==> config.mk <==
export PLATFORM = sky130hd
export DESIGN_NAME = wb_traffic_gen_flat
export DESIGN_NICKNAME = d
export VERILOG_FILES = /design/src/rtl/wb_traffic_gen_if.sv /design/src/rtl/wb_traffic_gen.sv /design/src/flat_wrapper.sv
export SDC_FILE = /design/constraint.sdc
export NUM_CORES = 1
export LEC_CHECK = 0
export ABC_AREA = 1
export CORE_MARGIN = 2
export CORE_UTILIZATION = 58
export CTS_CLUSTER_SIZE = 24
export DETAILED_ROUTE_END_ITERATION = 8
export PLACE_DENSITY_LB_ADDON = 0.1
export SLEW_MARGIN = 10
export SYNTH_ARGS = -nofsm -noshare
export SYNTH_HDL_FRONTEND = slang
export SYNTH_SLANG_ARGS = --single-unit
export TNS_END_PERCENT = 30
==> constraint.sdc <==
create_clock -name wb_clk_i -period 16.51 [get_ports wb_clk_i]
set_input_delay 2.4765 -clock wb_clk_i [delete_from_list [all_inputs] [get_ports wb_clk_i]]
set_output_delay 2.4765 -clock wb_clk_i [all_outputs]
set_load 0.02 [all_outputs]
==> src/rtl/wb_traffic_gen_if.sv <==
// Wishbone bus bundle between the traffic generator (master) and the memory
// controller port (slave). Signal names keep the master's point of view.
interface wb_traffic_gen_if #(
    parameter int DW = 32,
    parameter int AW = 26
) ();
    logic              wb_cyc_o;
    logic              wb_stb_o;
    logic              wb_we_o;
    logic [AW-1:0]     wb_addr_o;
    logic [DW/8-1:0]   wb_sel_o;
    logic [DW-1:0]     wb_dat_o;
    logic [DW-1:0]     wb_dat_i;
    logic              wb_ack_i;

    modport master (
        output wb_cyc_o, wb_stb_o, wb_we_o, wb_addr_o, wb_sel_o, wb_dat_o,
        input  wb_dat_i, wb_ack_i
    );

    modport slave (
        input  wb_cyc_o, wb_stb_o, wb_we_o, wb_addr_o, wb_sel_o, wb_dat_o,
        output wb_dat_i, wb_ack_i
    );
endinterface

==> src/rtl/wb_traffic_gen.sv <==
// Wishbone master traffic generator and read-back checker.
// Writes num_bursts bursts of burst_len beats starting at base_addr, then
// reads the same range back and counts mismatching beats.
// Optional feature macro: WBTG_LFSR_EN selects a 32-bit Galois LFSR data
// pattern instead of the default address-based pattern.
module wb_traffic_gen #(
    parameter int          DW   = 32,
    parameter int          AW   = 26,
    parameter int          BL_W = 5,
    parameter int          NB_W = 8,
    parameter logic [31:0] SEED = 32'hACE1_2468
) (
    input  logic              wb_clk_i,
    input  logic              wb_rst_i,
    wb_traffic_gen_if.master  wb,
    input  logic              sdr_init_done,
    input  logic              start,
    input  logic [AW-1:0]     base_addr,
    input  logic [BL_W-1:0]   burst_len,
    input  logic [NB_W-1:0]   num_bursts,
    output logic              busy,
    output logic              done,
    output logic [15:0]       err_cnt,
    output logic [AW-1:0]     first_err_addr
);

    typedef enum logic [2:0] {
        S_IDLE      = 3'd0,
        S_WAIT_INIT = 3'd1,
        S_WR        = 3'd2,
        S_WR_GAP    = 3'd3,
        S_RD        = 3'd4,
        S_RD_GAP    = 3'd5,
        S_FINISH    = 3'd6
    } state_t;

    localparam logic [AW-1:0]   ADDR_STEP = AW'(DW/8);
    localparam logic [BL_W:0]   BEAT_ONE  = {{BL_W{1'b0}}, 1'b1};
    localparam logic [NB_W:0]   BURST_ONE = {{NB_W{1'b0}}, 1'b1};

    state_t            state_q;
    logic              cyc_q;
    logic              stb_q;
    logic              we_q;
    logic [AW-1:0]     addr_q;
    logic [DW-1:0]     dat_q;
    logic              busy_q;
    logic              done_q;
    logic [15:0]       err_cnt_q;
    logic [AW-1:0]     first_err_q;
    logic [AW-1:0]     base_q;
    logic [BL_W:0]     beats_q;      // beats per burst, 1 .. 2^BL_W
    logic [NB_W:0]     bursts_q;     // bursts per run, 1 .. 2^NB_W
    logic [BL_W:0]     beat_cnt_q;
    logic [NB_W:0]     burst_cnt_q;

    logic [AW-1:0]     addr_step_d;
    logic [BL_W:0]     beat_inc_d;
    logic              last_beat_d;
    logic [NB_W:0]     burst_inc_d;
    logic              last_burst_d;
    logic [DW-1:0]     pat_start_d;  // first word of a phase
    logic [DW-1:0]     pat_beat_d;   // word for the next beat inside a burst
    logic [DW-1:0]     pat_burst_d;  // word for the first beat of the next burst

    // Beat/burst bookkeeping shared by the write and read phases.
    always_comb begin
        addr_step_d  = addr_q + ADDR_STEP;
        beat_inc_d   = beat_cnt_q + BEAT_ONE;
        last_beat_d  = (beat_inc_d == beats_q);
        burst_inc_d  = burst_cnt_q + BURST_ONE;
        last_burst_d = (burst_inc_d == bursts_q);
    end

`ifdef WBTG_LFSR_EN
    logic [31:0] lfsr_q;
    logic [31:0] lfsr_d;
    logic        lfsr_load_s;
    logic        lfsr_adv_s;

    // Galois step for x^32+x^22+x^2+x+1 plus load/advance decode.
    always_comb begin
        if (lfsr_q[0]) begin
            lfsr_d = (lfsr_q >> 1) ^ 32'h8020_0003;
        end else begin
            lfsr_d = lfsr_q >> 1;
        end
        lfsr_load_s = ((state_q == S_WAIT_INIT) && sdr_init_done) ||
                      ((state_q == S_WR_GAP) && last_burst_d);
        lfsr_adv_s  = ((state_q == S_WR) || (state_q == S_RD)) && wb.wb_ack_i;
    end

    // LFSR state: reseeded at the start of each phase, one step per beat.
    always_ff @(posedge wb_clk_i or posedge wb_rst_i) begin
        if (wb_rst_i) begin
            lfsr_q <= SEED;
        end else if (lfsr_load_s) begin
            lfsr_q <= SEED;
        end else if (lfsr_adv_s) begin
            lfsr_q <= lfsr_d;
        end
    end

    // Pattern words taken from the low DW bits of the LFSR.
    always_comb begin
        pat_start_d = SEED[DW-1:0];
        pat_beat_d  = lfsr_d[DW-1:0];
        pat_burst_d = dat_q;
    end
`else
    // Address pattern: beat address fitted to DW, XOR the burst index byte.
    function automatic logic [DW-1:0] addr_pattern(input logic [AW-1:0] a,
                                                   input logic [NB_W:0] b);
        logic [AW+DW-1:0] a_ext;
        logic [NB_W+8:0]  b_ext;
        a_ext = {{DW{1'b0}}, a};
        b_ext = {8'h00, b};
        return a_ext[DW-1:0] ^ {(DW/8){b_ext[7:0]}};
    endfunction

    // Pattern words derived from the address the word will be sent with.
    always_comb begin
        pat_start_d = addr_pattern(base_q, {(NB_W+1){1'b0}});
        pat_beat_d  = addr_pattern(addr_step_d, burst_cnt_q);
        pat_burst_d = addr_pattern(addr_q, burst_inc_d);
    end
`endif

    // Main sequencer: bus cycles, run bookkeeping and read-back checking.
    always_ff @(posedge wb_clk_i or posedge wb_rst_i) begin
        if (wb_rst_i) begin
            state_q     <= S_IDLE;
            cyc_q       <= 1'b0;
            stb_q       <= 1'b0;
            we_q        <= 1'b0;
            addr_q      <= {AW{1'b0}};
            dat_q       <= {DW{1'b0}};
            busy_q      <= 1'b0;
            done_q      <= 1'b0;
            err_cnt_q   <= 16'h0000;
            first_err_q <= {AW{1'b0}};
            base_q      <= {AW{1'b0}};
            beats_q     <= {(BL_W+1){1'b0}};
            bursts_q    <= {(NB_W+1){1'b0}};
            beat_cnt_q  <= {(BL_W+1){1'b0}};
            burst_cnt_q <= {(NB_W+1){1'b0}};
        end else begin
            done_q <= 1'b0;
            case (state_q)
                S_IDLE: begin
                    if (start) begin
                        base_q      <= base_addr;
                        beats_q     <= (burst_len == {BL_W{1'b0}}) ?
                                       {1'b1, {BL_W{1'b0}}} : {1'b0, burst_len};
                        bursts_q    <= (num_bursts == {NB_W{1'b0}}) ?
                                       {1'b1, {NB_W{1'b0}}} : {1'b0, num_bursts};
                        err_cnt_q   <= 16'h0000;
                        first_err_q <= {AW{1'b0}};
                        busy_q      <= 1'b1;
                        state_q     <= S_WAIT_INIT;
                    end
                end
                S_WAIT_INIT: begin
                    if (sdr_init_done) begin
                        cyc_q       <= 1'b1;
                        stb_q       <= 1'b1;
                        we_q        <= 1'b1;
                        addr_q      <= base_q;
                        dat_q       <= pat_start_d;
                        beat_cnt_q  <= {(BL_W+1){1'b0}};
                        burst_cnt_q <= {(NB_W+1){1'b0}};
                        state_q     <= S_WR;
                    end
                end
                S_WR, S_RD: begin
                    if (wb.wb_ack_i) begin
                        addr_q <= addr_step_d;
                        dat_q  <= pat_beat_d;
                        if ((state_q == S_RD) && (wb.wb_dat_i != dat_q)) begin
                            if (err_cnt_q == 16'h0000) begin
                                first_err_q <= addr_q;
                            end
                            if (err_cnt_q != 16'hFFFF) begin
                                err_cnt_q <= err_cnt_q + 16'h0001;
                            end
                        end
                        if (last_beat_d) begin
                            cyc_q      <= 1'b0;
                            stb_q      <= 1'b0;
                            we_q       <= 1'b0;
                            beat_cnt_q <= {(BL_W+1){1'b0}};
                            state_q    <= (state_q == S_WR) ? S_WR_GAP : S_RD_GAP;
                        end else begin
                            beat_cnt_q <= beat_inc_d;
                        end
                    end
                end
                S_WR_GAP: begin
                    cyc_q <= 1'b1;
                    stb_q <= 1'b1;
                    if (!last_burst_d) begin
                        burst_cnt_q <= burst_inc_d;
                        we_q        <= 1'b1;
                        dat_q       <= pat_burst_d;
                        state_q     <= S_WR;
                    end else begin
                        // Rewind address and pattern so reads regenerate the writes.
                        burst_cnt_q <= {(NB_W+1){1'b0}};
                        we_q        <= 1'b0;
                        addr_q      <= base_q;
                        dat_q       <= pat_start_d;
                        state_q     <= S_RD;
                    end
                end
                S_RD_GAP: begin
                    if (!last_burst_d) begin
                        burst_cnt_q <= burst_inc_d;
                        cyc_q       <= 1'b1;
                        stb_q       <= 1'b1;
                        dat_q       <= pat_burst_d;
                        state_q     <= S_RD;
                    end else begin
                        state_q <= S_FINISH;
                    end
                end
                S_FINISH: begin
                    done_q  <= 1'b1;
                    busy_q  <= 1'b0;
                    state_q <= S_IDLE;
                end
                default: begin
                    cyc_q   <= 1'b0;
                    stb_q   <= 1'b0;
                    we_q    <= 1'b0;
                    busy_q  <= 1'b0;
                    state_q <= S_IDLE;
                end
            endcase
        end
    end

    assign wb.wb_cyc_o  = cyc_q;
    assign wb.wb_stb_o  = stb_q;
    assign wb.wb_we_o   = we_q;
    assign wb.wb_addr_o = addr_q;
    assign wb.wb_dat_o  = dat_q;
    assign wb.wb_sel_o  = {(DW/8){1'b1}};
    assign busy           = busy_q;
    assign done           = done_q;
    assign err_cnt        = err_cnt_q;
    assign first_err_addr = first_err_q;

endmodule

==> src/flat_wrapper.sv <==
// flat-port wrapper written by rule: the top's interface ports become plain ports
module wb_traffic_gen_flat 
#(
    parameter int          DW   = 32,
    parameter int          AW   = 26,
    parameter int          BL_W = 5,
    parameter int          NB_W = 8,
    parameter logic [31:0] SEED = 32'hACE1_2468
)
  (wb_clk_i, wb_rst_i, sdr_init_done, start, base_addr, burst_len, num_bursts, busy, done, err_cnt, first_err_addr, wb_wb_cyc_o, wb_wb_stb_o, wb_wb_we_o, wb_wb_addr_o, wb_wb_sel_o, wb_wb_dat_o, wb_wb_dat_i, wb_wb_ack_i);
  wb_traffic_gen_if #(.DW(DW), .AW(AW)) wb_i ();
  input  logic wb_clk_i;
  input  logic wb_rst_i;
  input  logic sdr_init_done;
  input  logic start;
  input  logic [AW-1:0] base_addr;
  input  logic [BL_W-1:0] burst_len;
  input  logic [NB_W-1:0] num_bursts;
  output logic busy;
  output logic done;
  output logic [15:0] err_cnt;
  output logic [AW-1:0] first_err_addr;
  output wire logic [$bits(wb_i.wb_cyc_o)-1:0] wb_wb_cyc_o;
  output wire logic [$bits(wb_i.wb_stb_o)-1:0] wb_wb_stb_o;
  output wire logic [$bits(wb_i.wb_we_o)-1:0] wb_wb_we_o;
  output wire logic [$bits(wb_i.wb_addr_o)-1:0] wb_wb_addr_o;
  output wire logic [$bits(wb_i.wb_sel_o)-1:0] wb_wb_sel_o;
  output wire logic [$bits(wb_i.wb_dat_o)-1:0] wb_wb_dat_o;
  input wire logic [$bits(wb_i.wb_dat_i)-1:0] wb_wb_dat_i;
  input wire logic [$bits(wb_i.wb_ack_i)-1:0] wb_wb_ack_i;
  assign wb_wb_cyc_o = wb_i.wb_cyc_o;
  assign wb_wb_stb_o = wb_i.wb_stb_o;
  assign wb_wb_we_o = wb_i.wb_we_o;
  assign wb_wb_addr_o = wb_i.wb_addr_o;
  assign wb_wb_sel_o = wb_i.wb_sel_o;
  assign wb_wb_dat_o = wb_i.wb_dat_o;
  assign wb_i.wb_dat_i = wb_wb_dat_i;
  assign wb_i.wb_ack_i = wb_wb_ack_i;
  wb_traffic_gen #(.DW(DW), .AW(AW), .BL_W(BL_W), .NB_W(NB_W), .SEED(SEED)) u_core (.wb_clk_i(wb_clk_i), .wb_rst_i(wb_rst_i), .wb(wb_i), .sdr_init_done(sdr_init_done), .start(start), .base_addr(base_addr), .burst_len(burst_len), .num_bursts(num_bursts), .busy(busy), .done(done), .err_cnt(err_cnt), .first_err_addr(first_err_addr));
endmodule
# Yosys cells after proc, flatten, opt, wreduce, memory -nomap -nowiden
# Index checks and enable logic that the tools add are counted.
# W data, S select, Z words.
[word_totals]
regBits = 163
in_bits = 76
out_inout_bits = 109
wordCells = 114
[classes]
addsub = 4
eq_ne = 19
muxes = 47
bitwise = 5
reduce_logical = 25
[op_table]
columns = ["operator", "n"]
rows = [
  ["$mux W26", 7],
  ["$mux W32", 4],
  ["$pmux W32 S4", 1],
  ["$pmux W26 S3", 1],
  ["$mux W16", 4],
  ["$xor A26 B32 Y32", 2],
  ["$pmux W26 S2", 1],
  ["$mux W9", 4],
  ["$ne A32 B32 Y1", 1],
  ["$pmux W16 S2", 1],
  ["$pmux W9 S3", 1],
  ["$add A26 B3 Y26 const B", 1],
  ["$mux W6", 4],
  ["$mux W3", 6],
  ["$add A16 B1 Y16 const B", 1],
  ["$logic_not A16 Y1", 1],
  ["$ne A16 B16 Y1 const B", 1],
  ["$reduce_and A4 Y1", 4],
  ["$pmux W3 S5", 1],
  ["$reduce_and A5 Y1", 3],
  ["$pmux W6 S2", 1],
  ["$ne A2 B1 Y1 const B", 5],
  ["$add A9 B1 Y9 const B", 1],
  ["$eq A3 B3 Y1 const B", 3],
  ["24 further kinds", 41],
]

# Longest topological paths before layout
# Gate-level depths: netlist of the first run.
[logic_depth]
word_depth = 5
ltp_mapped = 17
ltp_nobuf = 17

# Worst setup path after synthesis of the first run
# OpenSTA, ideal clock, no wires.
[synth_timing]
kind = "input to register"
start = "in wb_wb_dat_i[2]"
end = "reg u_core.first_err_q[0] (netlist: u_core.first_err_addr[0])"
setup_ps = 67
arrival_time_ps = 3753
required_ps = 16443
path_slack_ps = 12690
path_stages = 9
path_cell_list = "xor2_1 > nor4_1 > nand2_1 > nor2_1 > nand3_1 > nand3_1 > buf_2 > nand2_1 > nand2_1"
[synth_via]
elab_chain_cells = 4
[synth_rtl]
columns = ["element", "line_no", "source"]
rows = [
  ["from (decl)", "flat_wrapper.sv:29", "input wire logic [$bits(wb_i.wb_dat_i)-1:0] wb_wb_dat_i;"],
  ["$ne A32 B32 Y1", "wb_traffic_gen.sv:179", "if ((state_q == S_RD) && (wb.wb_dat_i != dat_q)) begin"],
  ["$logic_and A1 B1 Y1", "wb_traffic_gen.sv:179", ""],
  ["$ne A2 B1 Y1 (no source line)", "-", ""],
  ["$reduce_and A5 Y1 (no source line)", "-", ""],
  ["to (signal assigned)", "wb_traffic_gen.sv:141", "first_err_q <= {AW{1'b0}};"],
  ["to (signal assigned)", "wb_traffic_gen.sv:158", "first_err_q <= {AW{1'b0}};"],
  ["to (signal assigned)", "wb_traffic_gen.sv:181", "first_err_q <= addr_q;"],
  ["to (decl)", "wb_traffic_gen.sv:50", "logic [AW-1:0] first_err_q;"],
]
# Every way passes these cells.
# A chain may end at the register's enable or synchronous reset.

# Worst setup path in the final report of the first run
[layout_timing]
start = "in wb_wb_dat_i[1]"
end = "reg u_core.first_err_q[10] (netlist: u_core.first_err_addr[10])"
# Same word-level chain as after synthesis.

==> results of run 1 <==
power by group:
group,internal [mW],switching [mW]
logic,0.449,0.810
registers,0.548,0.182
clock network,0.214,0.175
per-stage QoR:
step                util (%)  worst slack (ns)  total power, mW
finish                  73.0             11.72             2.38
global route            73.0             11.46             2.54
CTS                     73.0             11.72             2.36
detailed placement      69.7             11.29             1.97
global placement        69.7             11.45             1.94
floorplan                  -              9.63             1.53
critical path, cell delays in order:
cell             delay, ns
clkdlybuf4s50_1       0.46
inv_1                 0.05
nand2_1               0.04
o21ai_0               0.09
nor4_1                0.38
nand2_1               0.11
nor2_1                0.16
nand3_1               0.12
buf_4                 0.28
nand3_1               0.72
nand2_1               0.14
nand2_1               0.12
final cells by class:
type | count | share of cell area, %
multi-input cells | 1110 | 42.2
flip-flops and latches | 163 | 32.4
repair buffers | 187 | 14.7
inverters | 127 | 3.87
clock buffers | 20 | 3.55
well taps | 225 | 2.24
clock inverters | 12 | 0.955
layout by cell type, fill, tap and decap left out, types with 4 or more instances in the layout:
master / instances
o22ai_1: 7
ha_1: 5
or2_2: 4
conb_1: 4
xnor2_1: 11
inv_1: 115
o21ai_0: 61
nand2_2: 9
nand4_1: 54
nor3_1: 22
clkinvlp_4: 5
nand3_1: 90
nor2_2: 5
o21ai_1: 29
clkdlybuf4s50_1: 180
nor2_4: 4
a21oi_1: 28
inv_2: 8
dfrtp_1: 163
nor4_1: 11
buf_4: 7
nand2_1: 517
inv_6: 5
clkbuf_16: 17
nor2_1: 153
xor2_1: 73
layer usage:
metal  share of wire (%)  GRT usage [%]  routed length [microns]
met5                   0              0                        0
met4                 3.7           14.9                     1160
met3                 7.7           5.96                     2420
met2                  48           55.6                    14900
met1                  41           45.1                    12700
kinds of logic after synthesis:
logic type,count (synthesis),synth area share [%]
other,1,0.0368
AOI/OAI and AO/OA,138,7.26
xor gates and xnor gates,84,7.23
buffers and inverters,190,8.01
and+or+nand+nor,879,36.8
adders and majority gates,5,0.614
DFF,163,40.1
worst max-delay path by stage:
stage	startpoint	to	slack (ns)	cells past startpoint
after global routing	wb_wb_dat_i[1]	u_core.first_err_addr[4]	11.46	12
final	wb_wb_dat_i[1]	u_core.first_err_addr[10]	11.72	12
after detailed placement	wb_wb_dat_i[1]	u_core.first_err_addr[10]	11.29	12
after floorplan	wb_rst_i	u_core.base_q[0]	9.63	1
after CTS	wb_wb_dat_i[1]	u_core.first_err_addr[10]	11.72	12
after global placement	wb_wb_dat_i[2]	u_core.first_err_addr[16]	11.45	10
sequential cells by signal, summed over array words and instances (netlist names):
register,count
u_core.wb.wb_stb_o,1
u_core.burst_cnt_q,9
u_core.beats_q,6
u_core.wb.wb_we_o,1
u_core.beat_cnt_q,6
u_core.state_q,3
u_core.err_cnt,16
u_core.busy,1
u_core.bursts_q,9
u_core.wb.wb_dat_o,32
u_core.base_q,26
u_core.done,1
u_core.wb.wb_addr_o,26
u_core.first_err_addr,26
==> impl_metrics.yaml, run 1 <==
setup_path:
  r2r_end: "u_core.first_err_addr[10]"
  cp-start-kind: "primary input"
  cp_max_fo: 44
  r2r-start: "u_core.state_q[1]"
  crit_arrival_ns: 5.16
  required_ns: 16.88
  endpoint_kind: "flip-flop"
  rr_worst_depth: 11
  r2r_setup_slack_ns: 12.65
  crit_type: "in -> reg"
synthesis:
  synth_most_common_cell: "nand2_1"
  syn_inst: 1460
  synth_top_area_share_pct: 40.1
  synth_seq_cells: 163
  synth_area_sq_um: 10200
  synth_area_leader_cell: "dfrtp_1"
  synth_edf_count: 0
  synthTopCellsByCount: "517 x nand2_1, 163 x dfrtp_1, 154 x nor2_1"
  synthDistinctLibCells: 43
  synth-async-reset-ratio_pct: 100
  synthTopCellsByArea: "dfrtp_1 40%, nand2_1 19%, xor2_1 6.3%"
  ys.flop_type: "dfrtp_1"
  ys_seq_area_share_pct: 40.1
  yosysWarnings: 0
  synth.avg_cell_area_sq_um: 6.97
min_path:
  holdPathStages: 2
  worstHoldStart: "u_core.first_err_addr[9]"
  hold_class: "reg -> reg"
  whs_endpoint: "u_core.first_err_addr[9]"
placed_design:
  gp_congestion: 0.945
  dp_cells: 1812
  port_buffers: 180
  place_area_sq_um: 12000
  dp_hpwl_microns: 22300
floorplanning:
  rows: 48
  fp.dieH_microns: 136
  start_util_pct: 59.1
  coreArea_sq_um: 17200
  num_io_pins: 185
  floorplan.die_area_sq_um: 18600
  die_w_microns: 136
clocking:
  cts_sinks: 163
  numCtsBuffers: 17
  cts_tree: "built"
  cts-root-buf: "clkbuf_16"
  cts_buffer_depth: 2
  cts_resized: 0
  clk_pin_slew_ns: 0.06
  postCtsHoldBufs: 0
  cts_max_level: 4
  cts_setup_buffers: 0
  clock_latency_ns: 0.44
global_routing:
  grt_max_degree: 105
  antenna_found_initial: 0
  grt_pass1_wl_microns: 49000
  grt_overflow: 0
  grt_usage_pct: 34.2
  grt_pass1_vias: 9445
detailed_routing:
  wl_per_cell_microns: 17.0
  dr.pass1.iters: 6
  drt_iter0_markers: 1014
  drc: 0
  vias: 10400
  route.antenna.remaining_nets: 0
  routed_wl_microns: 31300
  vias_per_cell: 5.62
sta:
  rsz0062_at_grt: "no"
  setup_violations: 0
  min_period_ns: 4.79
  final_hold_viol_count: 0
  hold-worst-slack_ns: 0.473
  min_period_over_period_pct: 29.0
  final_max_slew_viol_count: 0
  slew_headroom_pct: 24.0
  clock_skew_ns: 0.00944
  setup_tns_ns: 0
  worstMarginPinSlew_ns: 1.14
  fmax_mhz: 209
power_and_ir_drop:
  peakVddDrop_uv: 198
  power.density_nw_per_um2: 189
  p_leak_nw: 6.02
flow_run:
  maxCapViolCount: 0
finish:
  syn2layout_area_growth_pct: 23.6
  seqCellArea_sq_um: 4080
  drive_gt1_share_pct: 4.82
  finalInstanceArea_sq_um: 12600
  diodes: 0
  n_fill_cell: 1452
  fin_nets: 1687
  multi_input_area_sq_um: 5310
  instances_no_fill: 1844
status:
  status: "finished, final reports clean"
Note: power is estimated with default switching activity, not from simulation.
==> run 2: changes to the inputs <==
- CORE_UTILIZATION: 58 -> 48
- clock period: 16.51 -> 3.9 ns (I/O delays scaled with it)
==> run 2 against run 1 <==
- critical path type is now reg -> reg
- die area rose by 20%
- register-to-register slack worse by 12 ns
- hold slack worse by 0.0034 ns
- sequential cell count stayed put
- combinational power grew to 4.3 times the previous value
- final cell count is 3.1% higher
- via count decreased by 1.8%
- sequential share of layout area down 0.45 points
- non-clock buffer count rose by 8
==> impl_metrics.yaml, run 2 (synthesis gave the netlist of run 1 again) <==
status:
  status: "finished, final reports clean"
placed_design:
  dp_hpwl_microns: 23600
  gp_congestion: 0.935
  dp_cells: 1870
  port_buffers: 180
power_and_ir_drop:
  power.density_nw_per_um2: 798
  p_leak_nw: 6.08
  peakVddDrop_uv: 460
clocking:
  cts_tree: "built"
  cts_buffer_depth: 2
  cts_sinks: 163
  clk_pin_slew_ns: 0.07
  cts_resized: 0
  clock_latency_ns: 0.44
  cts_max_level: 4
  postCtsHoldBufs: 0
  cts_setup_buffers: 0
  cts-root-buf: "clkbuf_16"
  numCtsBuffers: 17
setup_path:
  crit_arrival_ns: 3.30
  cp_max_fo: 35
  crit_path_frequent_cell: "nand2_1"
  crit_family: "simple AND/OR/NAND/NOR gates"
  max_stage_delay_ns: 0.66
  crit_path_top_delay_cell: "dfrtp_1"
  path_buf_inv: 1
  cp-start-kind: "flip-flop"
  required_ns: 4.22
  endpoint_kind: "flip-flop"
  crit_type: "reg -> reg"
  crit_chain: "ha_1 -> inv_1 -> nand2_1 -> nand2_1 -> nand2_1 -> nand2_1 -> nor2_1 -> nand2_1 -> nor2_1 -> nand3_4 -> nand2_4 -> nand2_4 -> nand2_1 -> nand3_1 -> nand2_1 -> nand2_1"
finish:
  largest_register_ffs: 32
  n_fill_cell: 2032
  instances_no_fill: 1902
  syn2layout_area_growth_pct: 25.3
  diodes: 0
  mostFrequentLayoutCells: "517 x nand2_1, 180 x clkdlybuf4s50_1, 163 x dfrtp_1"
  drive_gt1_share_pct: 5.29
  fin_nets: 1695
  layout_commonest_cell: "nand2_1"
sta:
  final_hold_viol_count: 0
  min_period_ns: 2.97
  final_max_slew_viol_count: 0
  min_period_over_period_pct: 76.3
  worstMarginPinSlew_ns: 1.06
  clock_skew_ns: 0.0107
  rsz0062_at_grt: "no"
  fmax_mhz: 336
  setup_violations: 0
  setup_tns_ns: 0
  slew_headroom_pct: 29.1
detailed_routing:
  vias_per_cell: 5.34
  wl_per_cell_microns: 17.1
  vias: 10200
  dr.pass1.iters: 6
  route.antenna.remaining_nets: 0
  routed_wl_microns: 32500
  drt_iter0_markers: 686
  drc: 0
global_routing:
  grt_usage_pct: 29.3
  grt_max_degree: 79
  grt_pass1_wl_microns: 50700
  grt_pass1_vias: 9490
  grt_overflow: 0
  antenna_found_initial: 0
floorplanning:
  num_io_pins: 185
  start_util_pct: 48.7
  floorplan.die_area_sq_um: 22400
  coreArea_sq_um: 20900
  fp.dieH_microns: 150
  rows: 53
  die_w_microns: 150
flow_run:
  maxCapViolCount: 0
min_path:
  hold_class: "reg -> reg"
## run 2: cell count changes in the layout (fill, tap and decap cells not counted)
cell	delta
buf_4	+5
clkbuf_8	+1
clkinv_4	-2
bufinv_16	+1
inv_6	-2
clkinv_2	+2
buf_12	+3
## run 2: cell type report
class	instances	area [sq um]	area share (%)
timing repair buffer	195	1950	15.3
clock inverter	11	126	0.990
sequential	163	4080	32.0
inverter	127	485	3.80
multi-input combinational	1110	5310	41.6
clock buffer	21	460	3.61
tap	275	344	2.70
## run 2: per-layer routing
metal  up-vias  track usage, %  share of wire (%)
met1      4744            39.1                 43
met3        53            4.36                6.9
met4         0            9.43                2.5
met2       389            49.0                 48
met5         -               0                  0
li1       4979               -                  -
## run 2: worst paths after layout
path	slack, ns	start	cells after the start	endpoint
worst max-delay path	0.93	u_core.burst_cnt_q[0]	16	u_core.wb.wb_dat_o[13]
worst max register to register	0.93	u_core.burst_cnt_q[0]	16	u_core.wb.wb_dat_o[13]
max in group asynchronous	2.64	wb_rst_i	3	u_core.beat_cnt_q[0]
worst min-delay path	0.47	u_core.first_err_addr[1]	2	u_core.first_err_addr[1]
worst min register to register	0.47	u_core.first_err_addr[1]	2	u_core.first_err_addr[1]
min in group asynchronous	0.51	wb_rst_i	2	u_core.wb.wb_addr_o[7]
## run 2: power by group
part           total, mW  internal, mW  switching [mW]
combinational       5.37          1.95            3.42
clock               1.72         0.981           0.737
sequential          3.10          2.32           0.776
## run 2: worst register-to-register path: stages, from the launching register on
cell	delay (ns)
dfrtp_1	0.66
ha_1	0.30
inv_1	0.05
nand2_1	0.10
nand2_1	0.19
nand2_1	0.11
nand2_1	0.06
nor2_1	0.09
nand2_1	0.07
nor2_1	0.18
nand3_4	0.16
nand2_4	0.13
nand2_4	0.24
nand2_1	0.16
nand3_1	0.14
nand2_1	0.15
nand2_1	0.06
## run 2: per-stage QoR
stage	total power, mW	hold slack, ns	setup WS, ns	instance area [sq um]	util (%)
2_1_floorplan	6.49	0.461	1.24	10200	-
3_3_place_gp	8.37	0.454	0.978	12200	58.3
3_5_place_dp	8.42	0.459	0.948	12200	58.3
4_1_cts	10.2	0.476	0.975	12800	61.1
5_1_grt	10.9	0.499	0.736	12800	61.1
6_report	10.2	0.469	0.926	12800	61.1
